File: src/rtl/silencer_scheduler.sv
// Update-burst sequencer: per tick, streams DEPTH RAM targets into the silencer; STEP swaps only at burst start.
// Latency RD_LATENCY+2 from UPDATE to first DIN_VALID; no DIN backpressure, burst end gated by DOUT_VALID beats, one tick queued.
module silencer_scheduler #(
  parameter int WIDTH      = 13,
  parameter int DEPTH      = 249,
  parameter int RD_LATENCY = 2,
  parameter int ADDR_W     = $clog2(DEPTH)
) (
  input  logic              CLK,
  input  logic              RST,
  input  logic              UPDATE,
  input  logic [WIDTH-1:0]  STEP_IN,
  input  logic              STEP_WE,
  output logic              RAM_EN,
  output logic [ADDR_W-1:0] RAM_ADDR,
  input  logic [WIDTH-1:0]  RAM_DUTY,
  input  logic [WIDTH-1:0]  RAM_PHASE,
  output logic              DIN_VALID,
  output logic [WIDTH-1:0]  DUTY,
  output logic [WIDTH-1:0]  PHASE,
  output logic [WIDTH-1:0]  STEP,
  input  logic              DOUT_VALID,
  output logic              BUSY,
  output logic              BURST_DONE,
  output logic [15:0]       OVERRUN_CNT
);

  typedef enum logic [1:0] {IDLE, FETCH, DRAIN} state_t;

  localparam logic [ADDR_W-1:0] LAST_ADDR = ADDR_W'(DEPTH - 1);
  localparam logic [ADDR_W:0]   BEATS     = (ADDR_W + 1)'(DEPTH);

  state_t                state;
  state_t                state_nxt;
  logic [ADDR_W-1:0]     addr;
  logic [ADDR_W:0]       beat_cnt;
  logic [RD_LATENCY-1:0] vld_pipe;
  logic [WIDTH-1:0]      shadow;
  logic                  pending;
  logic                  start;
  logic                  drain_done;
  logic                  tick_busy;

  assign start      = (state == IDLE) && (UPDATE || pending);
  assign drain_done = (state == DRAIN) && (beat_cnt == BEATS) && (vld_pipe == '0) && !DIN_VALID;
  assign tick_busy  = UPDATE && (state != IDLE);

  always_ff @(posedge CLK) begin
    if (RST) state <= IDLE;
    else     state <= state_nxt;
  end

  always_comb begin
    state_nxt = state;
    case (state)
      IDLE:    if (UPDATE || pending) state_nxt = FETCH;
      FETCH:   if (addr == LAST_ADDR) state_nxt = DRAIN;
      DRAIN:   if (drain_done)        state_nxt = IDLE;
      default: state_nxt = IDLE;
    endcase
  end

  always_comb begin
    RAM_EN     = (state == FETCH);
    RAM_ADDR   = addr;
    BUSY       = (state != IDLE);
    BURST_DONE = drain_done;
  end

  always_ff @(posedge CLK) begin
    if (RST) begin
      addr        <= '0;
      beat_cnt    <= '0;
      vld_pipe    <= '0;
      DIN_VALID   <= 1'b0;
      DUTY        <= '0;
      PHASE       <= '0;
      pending     <= 1'b0;
      OVERRUN_CNT <= '0;
      shadow      <= '1;
      STEP        <= '1;
    end else begin
      // valid tracks each issued address through the RAM so data and strobe stay aligned
      vld_pipe[0] <= RAM_EN;
      for (int i = 1; i < RD_LATENCY; i++) vld_pipe[i] <= vld_pipe[i-1];
      DIN_VALID <= vld_pipe[RD_LATENCY-1];
      if (vld_pipe[RD_LATENCY-1]) begin
        DUTY  <= RAM_DUTY;
        PHASE <= RAM_PHASE;
      end

      if (state == FETCH) addr <= (addr == LAST_ADDR) ? '0 : addr + 1'b1;

      if (start)
        beat_cnt <= '0;
      else if (BUSY && DOUT_VALID && beat_cnt != BEATS)
        beat_cnt <= beat_cnt + 1'b1;

      if (start)
        pending <= 1'b0;
      else if (tick_busy && !pending)
        pending <= 1'b1;

      if (tick_busy && pending && OVERRUN_CNT != 16'hFFFF)
        OVERRUN_CNT <= OVERRUN_CNT + 16'd1;

      // zero step would stall the silencer, so it is promoted to 1
      if (STEP_WE) shadow <= (STEP_IN == '0) ? WIDTH'(1) : STEP_IN;
      if (start)   STEP   <= shadow;
    end
  end

endmodule

File: config.mk
export PLATFORM = sky130hd
export DESIGN_NAME = silencer_scheduler
export DESIGN_NICKNAME = d
export VERILOG_FILES = /design/src/rtl/silencer_scheduler.sv
export SDC_FILE = /design/constraint.sdc
export NUM_CORES = 1
export LEC_CHECK = 0
export ABC_AREA = 1
export BUFFER_PORTS_ARGS = -buffer_cell sky130_fd_sc_hd__buf_2
export CAP_MARGIN = 5
export CELL_PAD_IN_SITES_DETAIL_PLACEMENT = 1
export CELL_PAD_IN_SITES_GLOBAL_PLACEMENT = 2
export CORE_ASPECT_RATIO = 1.4
export CORE_MARGIN = 8
export CORE_UTILIZATION = 29
export CTS_CLUSTER_DIAMETER = 150
export DETAILED_ROUTE_END_ITERATION = 8
export PLACE_DENSITY = 0.91
export SLEW_MARGIN = 20
export SYNTH_ARGS = -nofsm -noshare
export SYNTH_HDL_FRONTEND = slang
export SYNTH_SLANG_ARGS = --single-unit
File: constraint.sdc
create_clock -name CLK -period 1.6 [get_ports CLK]
set_input_delay 0.32 -clock CLK [delete_from_list [all_inputs] [get_ports CLK]]
set_output_delay 0.32 -clock CLK [all_outputs]
set_load 0.02 [all_outputs]
==> results of run 1 <==
[timing repair]
action,4_1_cts,5_1_grt
pin swaps,1,2
gates resized for setup,4,5
endpoints found under the setup margin,1,3
buffers inserted,0,1
[registers in the layout, summed over array words and instances, names as in the netlist]
name	count
RAM_ADDR	8
DIN_VALID	1
OVERRUN_CNT	16
PHASE	13
vld_pipe	2
pending	1
DUTY	13
shadow	13
beat_cnt	9
state	2
STEP	13
[cell usage in the layout (no fill, tap or decap), drive strengths merged, types with 2 or more instances in the layout]
master / count
nor2: 101
bufinv: 2
xnor2: 7
o21ai: 40
buf: 131
nand2: 123
clkinv: 2
dfxtp: 91
nor3: 6
xor2: 11
ha: 5
nand4: 11
clkbuf: 10
a21oi: 35
nand3: 30
inv: 47
[critical path, stage by stage, from the launching register on]
cell and delay [ps]:
dfxtp_2 330, inv_2 60, ha_1 130, nand4_1 110
nor2_2 130, inv_2 60, nor3_2 110, buf_4 160
[worst max path at each step]
stage	from	to	slack [ps]	depth (start not counted)
final	beat_cnt[1]	BURST_DONE	-140	7
after global routing	beat_cnt[1]	BURST_DONE	-240	7
after CTS	beat_cnt[1]	BURST_DONE	-200	7
after detailed placement	OVERRUN_CNT[0]	OVERRUN_CNT[14]	110	9
after global placement	beat_cnt[0]	BURST_DONE	180	6
after floorplan	OVERRUN_CNT[0]	OVERRUN_CNT[2]	10	9
[power breakdown]
part / internal, mW / switching, mW / total, mW
combinational: 0.187 / 0.365 / 0.552
clock: 1.43 / 0.937 / 2.37
sequential: 2.37 / 0.0605 / 2.43
[kinds of logic (layout without fill, tap and decap cells)]
kind of cell             after synthesis  after routing  synth area share, %
flip-flops                            91             91                 45.9
AO/OA/AOI/OAI                         76             76                 10.8
adder cells (fa/ha/maj)                5              5                 1.57
AND/OR/NAND/NOR                      274            274                 30.9
XOR/XNOR                              18             18                 3.97
buffers and inverters                 64            192                 6.96
[metrics by stage]
| step | power, mW | setup WS [ps] | instances | hold slack, ps |
|---|---|---|---|---|
| detailed placement | 3.04 | 109 | 821 | 429 |
| global placement | 3.02 | 184 | 821 | 425 |
| global route | 5.61 | -235 | 838 | 200 |
| finish | 5.35 | -142 | 838 | 205 |
| CTS | 5.42 | -203 | 837 | 191 |
| floorplan | 2.81 | 12.2 | 528 | 410 |
[routing by layer]
layer	up-vias	part of all wire, %	wire, um
li1	1919	-	-
met1	1822	40	4690
met2	74	54	6420
met3	15	4.5	533
met4	0	1.7	206
met5	-	0	0
[final cells by class]
class	instances	area share, %
multi-input cells	373	36.4
clock buffers	10	4.63
repair buffers	131	14.0
well taps	182	4.41
flip-flops and latches	91	35.4
clock inverters	6	1.84
inverters	45	3.27
==> metrics.txt, run 1 <==
# TYPE chip_impl_metric gauge
chip_impl_metric{name="clk_pin_slew",unit="ps"} 70
chip_impl_metric{name="synth_edf_count",unit=""} 0
chip_impl_metric{name="die_h",unit="um"} 154
chip_impl_info{name="whs_endpoint",value="PHASE[11]"} 1
chip_impl_metric{name="cts-root-to-sink-buffers",unit=""} 2
chip_impl_info{name="most_used_flip_flop_cell_after_synthesis",value="dfxtp_1"} 1
chip_impl_metric{name="avgRoutedWirePerCell",unit="um"} 14.1
chip_impl_metric{name="post_drt_via_cell_ratio",unit=""} 4.57
chip_impl_metric{name="use_met1",unit="%"} 14.1
chip_impl_metric{name="ys_ff_latch",unit=""} 91
chip_impl_metric{name="die_w",unit="um"} 115
chip_impl_metric{name="synth_cells",unit=""} 528
chip_impl_metric{name="tns",unit="ps"} -142
chip_impl_metric{name="die_area",unit="mm2"} 0.0178
chip_impl_metric{name="pwr_density_cell",unit="mW/mm2"} 1040
chip_impl_info{name="cts.root.buffer_cell",value="clkbuf_16"} 1
chip_impl_metric{name="placedInstanceArea",unit="mm2"} 0.00481
chip_impl_metric{name="leakagePower",unit="nW"} 2.38
chip_impl_info{name="r2r_end",value="OVERRUN_CNT[7]"} 1
chip_impl_info{name="cts_tree",value="done"} 1
chip_impl_metric{name="cp.required",unit="ps"} 1280
chip_impl_metric{name="grt.met3_usage",unit="%"} 3.43
chip_impl_info{name="regToRegStartpoint",value="OVERRUN_CNT[4]"} 1
chip_impl_info{name="yosysMostFrequentCell",value="nand2_1"} 1
chip_impl_metric{name="worst_ir_drop_vdd",unit="uV"} 484
chip_impl_metric{name="buffer_ports.inserted",unit=""} 110
chip_impl_info{name="min-delay-path-class",value="primary input to register"} 1
chip_impl_metric{name="final_min_period_over_clock_period",unit="%"} 109
chip_impl_metric{name="fmax",unit="MHz"} 574
chip_impl_metric{name="via_count",unit=""} 3830
chip_impl_metric{name="finalCriticalPeriod",unit="ps"} 1740
chip_impl_metric{name="total_congestion_overflow_after_global_routing",unit=""} 0
chip_impl_metric{name="synth_cell_types",unit=""} 30
chip_impl_metric{name="syn_area",unit="mm2"} 0.00397
chip_impl_info{name="crit_type",value="register to primary output"} 1
chip_impl_metric{name="cp.arrival",unit="ps"} 1420
chip_impl_info{name="min_from",value="RAM_PHASE[11]"} 1
chip_impl_info{name="run_status",value="finished with violations"} 1
chip_impl_metric{name="detailedRoute.firstIterationViolations",unit=""} 85
chip_impl_metric{name="finalClockSkew",unit="ps"} 9.71
chip_impl_metric{name="reg2reg_depth",unit=""} 7
chip_impl_info{name="synth_top_area_cell",value="dfxtp_1"} 1
chip_impl_metric{name="clkSinkCount",unit=""} 91
chip_impl_metric{name="core_area",unit="mm2"} 0.0134
chip_impl_info{name="failed_checks",value="setup timing"} 1
chip_impl_metric{name="cts_hold_repair.buffers",unit=""} 0
chip_impl_metric{name="grt_first_pass_wirelength",unit="um"} 19900
chip_impl_metric{name="worst_hold_path.num_cells",unit=""} 3
chip_impl_metric{name="register_area",unit="mm2"} 0.00183
chip_impl_metric{name="multi_input_area",unit="mm2"} 0.00188
chip_impl_metric{name="grt_antenna_before_repair",unit=""} 0
chip_impl_metric{name="rrSetupSlack",unit="ps"} 170
chip_impl_metric{name="layout.filler_cells",unit=""} 1725
chip_impl_metric{name="detail_route.drc_violations",unit=""} 0
chip_impl_metric{name="grt_start_max_net_pins",unit=""} 28
chip_impl_metric{name="grtUsageTotal",unit="%"} 13.7
chip_impl_metric{name="detail_route.first_pass.iterations",unit=""} 4
chip_impl_metric{name="timing.max_cap.violations",unit=""} 0
chip_impl_metric{name="place.detailed.hpwl",unit="um"} 9070
chip_impl_info{name="start_kind",value="register"} 1
chip_impl_metric{name="ant_nets",unit=""} 0
chip_impl_metric{name="crit_path_max_fanout",unit=""} 3
chip_impl_metric{name="start_util",unit="%"} 29.7
chip_impl_metric{name="layout.cell_area.non_filler",unit="mm2"} 0.00516
chip_impl_metric{name="globalplace.congestion",unit=""} 0.759
chip_impl_metric{name="synth_fp_nets",unit=""} 577
chip_impl_info{name="netlist_top_cells_area",value="dfxtp_1 46%, nand2_1 11%, nor2_1 8.4%"} 1
chip_impl_metric{name="async_flop_share",unit="%"} 0
chip_impl_metric{name="number_of_buffers_inserted_during_clock_tree_synthesis",unit=""} 9
chip_impl_info{name="grt-busiest-layer",value="met2"} 1
chip_impl_info{name="rsz_0062_raised_after_global_routing",value="yes"} 1
chip_impl_info{name="timing.critical_path.to_type",value="primary output"} 1
chip_impl_metric{name="yosysWarnings",unit=""} 0
chip_impl_metric{name="avgSynthCellArea",unit="um2"} 7.52
chip_impl_metric{name="grt_pass1_vias",unit=""} 4151
chip_impl_metric{name="max-slew-margin-rel",unit="%"} 80.4
chip_impl_metric{name="total_wire_length_after_detailed_routing",unit="um"} 11900
chip_impl_metric{name="top_level_ports",unit=""} 111
chip_impl_metric{name="maxSlewViolCount",unit=""} 0
chip_impl_metric{name="ctsHtreeMaxLevel",unit=""} 3
chip_impl_metric{name="proportion_of_layout_cells_with_a_drive_suffix_above_1",unit="%"} 30.0
chip_impl_metric{name="postLayoutCoreUtil",unit="%"} 38.6
chip_impl_metric{name="floorplan.rows",unit=""} 50
chip_impl_metric{name="insertion_delay",unit="ps"} 340
chip_impl_metric{name="areaGrowthSynthToFinish",unit="%"} 30.0
chip_impl_metric{name="yosysTopAreaCellShare",unit="%"} 45.9
chip_impl_metric{name="insertedDiodeCount",unit=""} 0
chip_impl_metric{name="worst-slew-pin-transition",unit="ps"} 294
chip_impl_metric{name="final_hold_viol_count",unit=""} 0
chip_impl_metric{name="final_critical_path_setup_slack",unit="ps"} -142
chip_impl_metric{name="synth_seq_area_share",unit="%"} 45.9
chip_impl_metric{name="grt_util_met2",unit="%"} 25.9
chip_impl_info{name="synth_common_cells",value="116 x nand2_1, 91 x dfxtp_1, 89 x nor2_1"} 1
chip_impl_metric{name="final_number_of_setup_violating_endpoints",unit=""} 1
chip_impl_metric{name="nets",unit=""} 700
Power figures use the tool's default switching activity.
==> run 2: changes to the inputs <==
--- a/config.mk
+++ b/config.mk
@@ -6,16 +6,15 @@
 export NUM_CORES = 1
 export LEC_CHECK = 0
 export ABC_AREA = 1
-export BUFFER_PORTS_ARGS = -buffer_cell sky130_fd_sc_hd__buf_2
 export CAP_MARGIN = 5
 export CELL_PAD_IN_SITES_DETAIL_PLACEMENT = 1
 export CELL_PAD_IN_SITES_GLOBAL_PLACEMENT = 2
 export CORE_ASPECT_RATIO = 1.4
 export CORE_MARGIN = 8
-export CORE_UTILIZATION = 29
-export CTS_CLUSTER_DIAMETER = 150
+export CORE_UTILIZATION = 34
 export DETAILED_ROUTE_END_ITERATION = 8
-export PLACE_DENSITY = 0.91
+export DONT_BUFFER_PORTS = 1
+export PLACE_DENSITY = 0.77
 export SLEW_MARGIN = 20
 export SYNTH_ARGS = -nofsm -noshare
 export SYNTH_HDL_FRONTEND = slang
==> metrics.txt, run 2 (synthesis gave the netlist of run 1 again) <==
# TYPE chip_impl_metric gauge
chip_impl_info{name="run_status",value="finished with violations"} 1
chip_impl_info{name="failed_checks",value="setup timing"} 1
chip_impl_metric{name="nets",unit=""} 607
chip_impl_metric{name="number_of_buffers_inserted_during_clock_tree_synthesis",unit=""} 9
chip_impl_metric{name="grt_first_pass_wirelength",unit="um"} 18000
chip_impl_info{name="regToRegStartpoint",value="OVERRUN_CNT[0]"} 1
chip_impl_info{name="critPathLaunch",value="beat_cnt[1]"} 1
chip_impl_metric{name="globalplace.congestion",unit=""} 0.751
chip_impl_metric{name="p_comb_share",unit="%"} 6.5
chip_impl_metric{name="cp.required",unit="ps"} 1280
chip_impl_metric{name="dp.cells",unit=""} 689
chip_impl_metric{name="holdWs",unit="ps"} 41.2
chip_impl_metric{name="die_area",unit="mm2"} 0.0154
chip_impl_metric{name="floorplan.rows",unit=""} 46
chip_impl_info{name="layout.cells.most_common",value="nand2_1"} 1
chip_impl_metric{name="critPathBufInv",unit=""} 3
chip_impl_metric{name="layout.filler_cells",unit=""} 1398
chip_impl_metric{name="slowest_delay",unit="ps"} 320
chip_impl_metric{name="grt_antenna_before_repair",unit=""} 0
chip_impl_metric{name="fin_cells",unit=""} 707
chip_impl_metric{name="finalClockSkew",unit="ps"} 5.79
chip_impl_metric{name="worst_ir_drop_vdd",unit="uV"} 432
chip_impl_info{name="crit_top_cell",value="inv_2"} 1
chip_impl_metric{name="final_min_period_over_clock_period",unit="%"} 107
chip_impl_metric{name="proportion_of_layout_cells_with_a_drive_suffix_above_1",unit="%"} 18.3
chip_impl_metric{name="total_congestion_overflow_after_global_routing",unit=""} 0
chip_impl_metric{name="pwr_density_cell",unit="mW/mm2"} 1070
chip_impl_info{name="rsz_0062_raised_after_global_routing",value="yes"} 1
chip_impl_metric{name="flip_flop_count_of_the_largest_register_after_layout",unit=""} 16
chip_impl_metric{name="final_number_of_setup_violating_endpoints",unit=""} 1
chip_impl_metric{name="post_drt_via_cell_ratio",unit=""} 4.87
chip_impl_metric{name="avgRoutedWirePerCell",unit="um"} 15.5
chip_impl_metric{name="detail_route.first_pass.iterations",unit=""} 4
chip_impl_info{name="crit_slowest_cell",value="dfxtp_2"} 1
chip_impl_metric{name="start_util",unit="%"} 35.0
chip_impl_metric{name="final_critical_path_setup_slack",unit="ps"} -109
chip_impl_metric{name="p_int",unit="mW"} 3.70
chip_impl_metric{name="crit_path_max_fanout",unit=""} 2
chip_impl_info{name="timing.critical_path.to_type",value="primary output"} 1
chip_impl_metric{name="detailedRoute.firstIterationViolations",unit=""} 74
chip_impl_metric{name="maxSlewViolCount",unit=""} 0
chip_impl_info{name="r2r_end",value="OVERRUN_CNT[6]"} 1
chip_impl_info{name="whs_endpoint",value="state[0]"} 1
chip_impl_metric{name="ctsHtreeMaxLevel",unit=""} 3
chip_impl_info{name="cp_top_family",value="simple AND/OR/NAND/NOR gates"} 1
chip_impl_metric{name="ant_nets",unit=""} 0
chip_impl_metric{name="detail_route.drc_violations",unit=""} 0
chip_impl_metric{name="fmax",unit="MHz"} 585
chip_impl_metric{name="net-switching-power",unit="mW"} 1.32
chip_impl_metric{name="buffer_ports.inserted",unit=""} 0
chip_impl_metric{name="die_h",unit="um"} 144
chip_impl_info{name="min-delay-path-class",value="primary input to register"} 1
chip_impl_metric{name="postLayoutCoreUtil",unit="%"} 41.2
chip_impl_metric{name="grt_pass1_vias",unit=""} 3634
chip_impl_metric{name="finalCriticalPeriod",unit="ps"} 1710
chip_impl_metric{name="worst_hold_path.num_cells",unit=""} 1
chip_impl_info{name="largest_reg_by_ff_count",value="OVERRUN_CNT"} 1
chip_impl_metric{name="rrSetupSlack",unit="ps"} 170
chip_impl_info{name="mostFrequentLayoutCells",value="116 x nand2_1, 89 x nor2_1, 86 x dfxtp_1"} 1
chip_impl_metric{name="place.detailed.hpwl",unit="um"} 8270
chip_impl_metric{name="total_wire_length_after_detailed_routing",unit="um"} 11000
chip_impl_info{name="crit_type",value="register to primary output"} 1
chip_impl_metric{name="top_level_ports",unit=""} 111
chip_impl_metric{name="grt_start_max_net_pins",unit=""} 45
chip_impl_metric{name="insertedDiodeCount",unit=""} 0
chip_impl_metric{name="die_w",unit="um"} 107
chip_impl_metric{name="insertion_delay",unit="ps"} 340
chip_impl_metric{name="sequentialPowerShare",unit="%"} 50.2
chip_impl_metric{name="power.share.clock",unit="%"} 43.3
chip_impl_metric{name="via_count",unit=""} 3441
chip_impl_metric{name="core_area",unit="mm2"} 0.0113
chip_impl_info{name="cp_cell_sequence",value="inv_2, ha_4, nand4_1, nor2_2, inv_2, nor3_2, buf_4"} 1
chip_impl_metric{name="reg2reg_depth",unit=""} 8
chip_impl_metric{name="leakagePower",unit="nW"} 1.95
chip_impl_metric{name="clkSinkCount",unit=""} 91
chip_impl_info{name="start_kind",value="register"} 1
chip_impl_metric{name="grtUsageTotal",unit="%"} 14.5
chip_impl_metric{name="areaGrowthSynthToFinish",unit="%"} 17.6
chip_impl_metric{name="final_hold_viol_count",unit=""} 0
chip_impl_metric{name="worst-slew-pin-transition",unit="ps"} 573
chip_impl_metric{name="cp.arrival",unit="ps"} 1390
chip_impl_info{name="cts.root.buffer_cell",value="clkbuf_16"} 1
chip_impl_metric{name="swShare",unit="%"} 26.2
chip_impl_info{name="cts_tree",value="done"} 1
chip_impl_info{name="min_from",value="RST"} 1
chip_impl_metric{name="max-slew-margin-rel",unit="%"} 61.7
chip_impl_metric{name="clk_pin_slew",unit="ps"} 60
chip_impl_metric{name="cts-root-to-sink-buffers",unit=""} 2
chip_impl_metric{name="timing.max_cap.violations",unit=""} 0
[run 2: how the worst max path moves through the flow]
stage / endpoint / slack [ps] / cells past startpoint
after floorplan: OVERRUN_CNT[2] / 10 / 9
after global placement: BURST_DONE / 180 / 6
after detailed placement: OVERRUN_CNT[6] / 130 / 8
after CTS: BURST_DONE / -180 / 7
after global routing: BURST_DONE / -180 / 7
final: BURST_DONE / -110 / 7
[run 2: power groups by stage]
stage / combinational, mW / sequential [mW] / clock, mW
2_1_floorplan: 0.254 / 2.55 / 0
3_3_place_gp: 0.322 / 2.57 / 0
3_5_place_dp: 0.331 / 2.58 / 0
4_1_cts: 0.332 / 2.53 / 2.23
5_1_grt: 0.382 / 2.53 / 2.33
6_report: 0.326 / 2.52 / 2.17
[run 2: metal layers]
metal / wire [um] / track usage [%] / part of all wire, %
met1: 4390 / 15.6 / 40
met2: 5710 / 25.8 / 52
met3: 721 / 4.75 / 6.6
met4: 127 / 5.28 / 1.2
met5: 0 / 0 / 0
[run 2: layout make-up]
type	instances	area [um2]	area share (%)
Multi-Input combinational cell	373	1890	40.5
Sequential cell	91	1830	39.2
Timing Repair Buffer	38	298	6.37
Clock buffer	10	229	4.90
Tap cell	144	180	3.86
Inverter	45	169	3.62
Clock inverter	6	71.3	1.53
[run 2: through the flow]
| stage | instance area [um2] | setup WS [ps] | total power [mW] | TNS [ps] |
|---|---|---|---|---|
| after global routing | 4670 | -178 | 5.24 | -178 |
| after floorplan | 3980 | 12.2 | 2.81 | 0 |
| final | 4670 | -109 | 5.02 | -109 |
| after global placement | 4330 | 184 | 2.90 | 0 |
| after CTS | 4640 | -177 | 5.09 | -177 |
| after detailed placement | 4330 | 132 | 2.91 | 0 |
[run 2: timing repair]
item,CTS,global route
hold endpoints to repair,0,0
pin swaps,1,1
setup endpoints to repair,1,7
gates cloned,0,0
buffers inserted,1,1
gates resized for setup,3,7
hold buffers,0,0
==> run 3: changes to the inputs <==
--- a/config.mk
+++ b/config.mk
@@ -7,7 +7,7 @@
 export LEC_CHECK = 0
 export ABC_AREA = 1
 export CAP_MARGIN = 5
-export CELL_PAD_IN_SITES_DETAIL_PLACEMENT = 1
+export CELL_PAD_IN_SITES_DETAIL_PLACEMENT = 0
 export CELL_PAD_IN_SITES_GLOBAL_PLACEMENT = 2
 export CORE_ASPECT_RATIO = 1.4
 export CORE_MARGIN = 8
@@ -15,6 +15,7 @@
 export DETAILED_ROUTE_END_ITERATION = 8
 export DONT_BUFFER_PORTS = 1
 export PLACE_DENSITY = 0.77
+export REMOVE_ABC_BUFFERS = 1
 export SLEW_MARGIN = 20
 export SYNTH_ARGS = -nofsm -noshare
 export SYNTH_HDL_FRONTEND = slang
==> metrics.txt, run 3 (synthesis gave the netlist of run 1 again) <==
# TYPE chip_impl_metric gauge
chip_impl_info{name="run_status",value="finished with violations"} 1
chip_impl_info{name="failed_checks",value="setup timing"} 1
chip_impl_metric{name="buffer_ports.inserted",unit=""} 0
chip_impl_info{name="crit_type",value="register to primary output"} 1
chip_impl_metric{name="layout.filler_cells",unit=""} 1187
chip_impl_metric{name="cts_hold_repair.buffers",unit=""} 0
chip_impl_metric{name="clkSinkCount",unit=""} 91
chip_impl_metric{name="areaGrowthSynthToFinish",unit="%"} 16.8
chip_impl_metric{name="insertion_delay",unit="ps"} 330
chip_impl_metric{name="p_comb_share",unit="%"} 6.8
chip_impl_info{name="min-delay-path-class",value="primary input to register"} 1
chip_impl_metric{name="total_congestion_overflow_after_global_routing",unit=""} 0
chip_impl_metric{name="ctsHtreeMaxLevel",unit=""} 3
chip_impl_metric{name="cp.arrival",unit="ps"} 1360
chip_impl_metric{name="crit_path_max_fanout",unit=""} 2
chip_impl_metric{name="sequentialPowerShare",unit="%"} 51.6
chip_impl_metric{name="clk_pin_slew",unit="ps"} 70
chip_impl_metric{name="post_drt_via_cell_ratio",unit=""} 4.73
chip_impl_info{name="largest_reg_by_ff_count",value="OVERRUN_CNT"} 1
chip_impl_metric{name="grt_first_pass_wirelength",unit="um"} 17200
chip_impl_info{name="layout.cells.most_common",value="nand2_1"} 1
chip_impl_metric{name="cp.required",unit="ps"} 1280
chip_impl_metric{name="net-switching-power",unit="mW"} 1.28
chip_impl_metric{name="pwr_density_cell",unit="mW/mm2"} 1050
chip_impl_metric{name="timing.max_cap.violations",unit=""} 0
chip_impl_metric{name="finalCriticalPeriod",unit="ps"} 1680
chip_impl_metric{name="nets",unit=""} 606
chip_impl_metric{name="globalplace.congestion",unit=""} 0.738
chip_impl_metric{name="die_w",unit="um"} 107
chip_impl_metric{name="final_hold_viol_count",unit=""} 0
chip_impl_metric{name="p_int",unit="mW"} 3.59
chip_impl_metric{name="final_number_of_setup_violating_endpoints",unit=""} 1
chip_impl_metric{name="core_area",unit="mm2"} 0.0113
chip_impl_metric{name="number_of_buffers_inserted_during_clock_tree_synthesis",unit=""} 9
chip_impl_metric{name="finalClockSkew",unit="ps"} 7.57
chip_impl_metric{name="flip_flop_count_of_the_largest_register_after_layout",unit=""} 16
chip_impl_metric{name="detail_route.first_pass.iterations",unit=""} 6
chip_impl_info{name="mostFrequentLayoutCells",value="116 x nand2_1, 89 x nor2_1, 87 x dfxtp_1"} 1
chip_impl_info{name="rsz_0062_raised_after_global_routing",value="yes"} 1
chip_impl_metric{name="start_util",unit="%"} 35.0
chip_impl_metric{name="insertedDiodeCount",unit=""} 0
chip_impl_metric{name="grt_start_max_net_pins",unit=""} 51
chip_impl_metric{name="power.share.clock",unit="%"} 41.6
chip_impl_metric{name="place.detailed.hpwl",unit="um"} 7360
chip_impl_metric{name="ant_nets",unit=""} 0
chip_impl_metric{name="final_critical_path_setup_slack",unit="ps"} -75.8
chip_impl_metric{name="proportion_of_layout_cells_with_a_drive_suffix_above_1",unit="%"} 17.8
chip_impl_metric{name="grtUsageTotal",unit="%"} 13.8
chip_impl_metric{name="leakagePower",unit="nW"} 1.94
chip_impl_metric{name="avgRoutedWirePerCell",unit="um"} 14.5
chip_impl_info{name="timing.critical_path.to_type",value="primary output"} 1
chip_impl_info{name="cts.root.buffer_cell",value="clkbuf_16"} 1
chip_impl_metric{name="detailedRoute.firstIterationViolations",unit=""} 124
chip_impl_metric{name="floorplan.rows",unit=""} 46
chip_impl_metric{name="detail_route.drc_violations",unit=""} 0
chip_impl_metric{name="swShare",unit="%"} 26.3
chip_impl_metric{name="grt_pass1_vias",unit=""} 3454
chip_impl_metric{name="via_count",unit=""} 3339
chip_impl_metric{name="die_area",unit="mm2"} 0.0154
chip_impl_metric{name="fmax",unit="MHz"} 597
chip_impl_metric{name="maxSlewViolCount",unit=""} 0
chip_impl_metric{name="max-slew-margin-rel",unit="%"} 60.8
chip_impl_metric{name="worst_ir_drop_vdd",unit="uV"} 529
chip_impl_metric{name="final_min_period_over_clock_period",unit="%"} 105
chip_impl_info{name="cts_tree",value="done"} 1
chip_impl_metric{name="fin_cells",unit=""} 706
chip_impl_metric{name="worst-slew-pin-transition",unit="ps"} 587
chip_impl_metric{name="die_h",unit="um"} 144
chip_impl_info{name="start_kind",value="register"} 1
chip_impl_metric{name="grt_antenna_before_repair",unit=""} 0
chip_impl_metric{name="tns",unit="ps"} -75.8
chip_impl_metric{name="total_wire_length_after_detailed_routing",unit="um"} 10300
chip_impl_metric{name="top_level_ports",unit=""} 111
chip_impl_metric{name="dp.cells",unit=""} 688
chip_impl_metric{name="cts-root-to-sink-buffers",unit=""} 2
[run 3: path summary, 6_finish.rpt]
path | end | cells past startpoint | from | slack, ps
worst max-delay path | BURST_DONE | 7 | beat_cnt[1] | -80
worst min-delay path | OVERRUN_CNT[9] | 1 | RST | 50
worst max register to register | OVERRUN_CNT[10] | 8 | OVERRUN_CNT[1] | 130
worst min register to register | vld_pipe[1] | 2 | vld_pipe[0] | 450
[run 3: layout make-up]
class	instances	area, um2	share of cell area [%]
Multi-Input combinational cell	373	1890	40.8
Sequential cell	91	1830	39.4
Timing Repair Buffer	37	290	6.26
Clock buffer	12	246	5.31
Tap cell	144	180	3.88
Inverter	45	169	3.64
Clock inverter	4	33.8	0.728
[run 3: per-stage QoR]
stage	area, um2	worst slack, ps	util, %	power [mW]	hold WS, ps
2_1_floorplan	3860	-140	-	2.78	382
3_3_place_gp	4320	185	38.1	2.90	390
3_5_place_dp	4320	126	38.1	2.91	393
4_1_cts	4640	-109	40.9	4.96	28.6
5_1_grt	4640	-179	40.9	5.11	28.8
6_report	4640	-75.8	40.9	4.87	51.2
[run 3: timing repair]
action,in CTS,in global routing
pin swaps,2,1
endpoints found under the setup margin,1,5
buffers inserted,2,0
resized for setup,6,3
[run 3: layer usage]
layer,routed length [um],vias up,track usage (%),part of all wire (%)
li1,-,1738,-,-
met1,4470,1511,15.8,44
met2,4910,81,23.2,48
met3,751,9,4.93,7.3
met4,132,0,4.84,1.3
met5,0,-,0,0
[run 3: worst max-delay path, stage by stage, from the launching register on]
cell and delay, ps:
dfxtp_2 320, inv_2 70, ha_4 110, nand4_1 80
nor2_2 130, inv_2 60, nor3_2 90, buf_4 160
[run 3: power groups by stage]
stage / clock network, mW / registers [mW] / logic (mW)
after detailed placement: 0 / 2.57 / 0.336
after global routing: 2.19 / 2.53 / 0.387
after global placement: 0 / 2.57 / 0.330
after CTS: 2.10 / 2.52 / 0.340
final: 2.03 / 2.51 / 0.331
after floorplan: 0 / 2.56 / 0.221
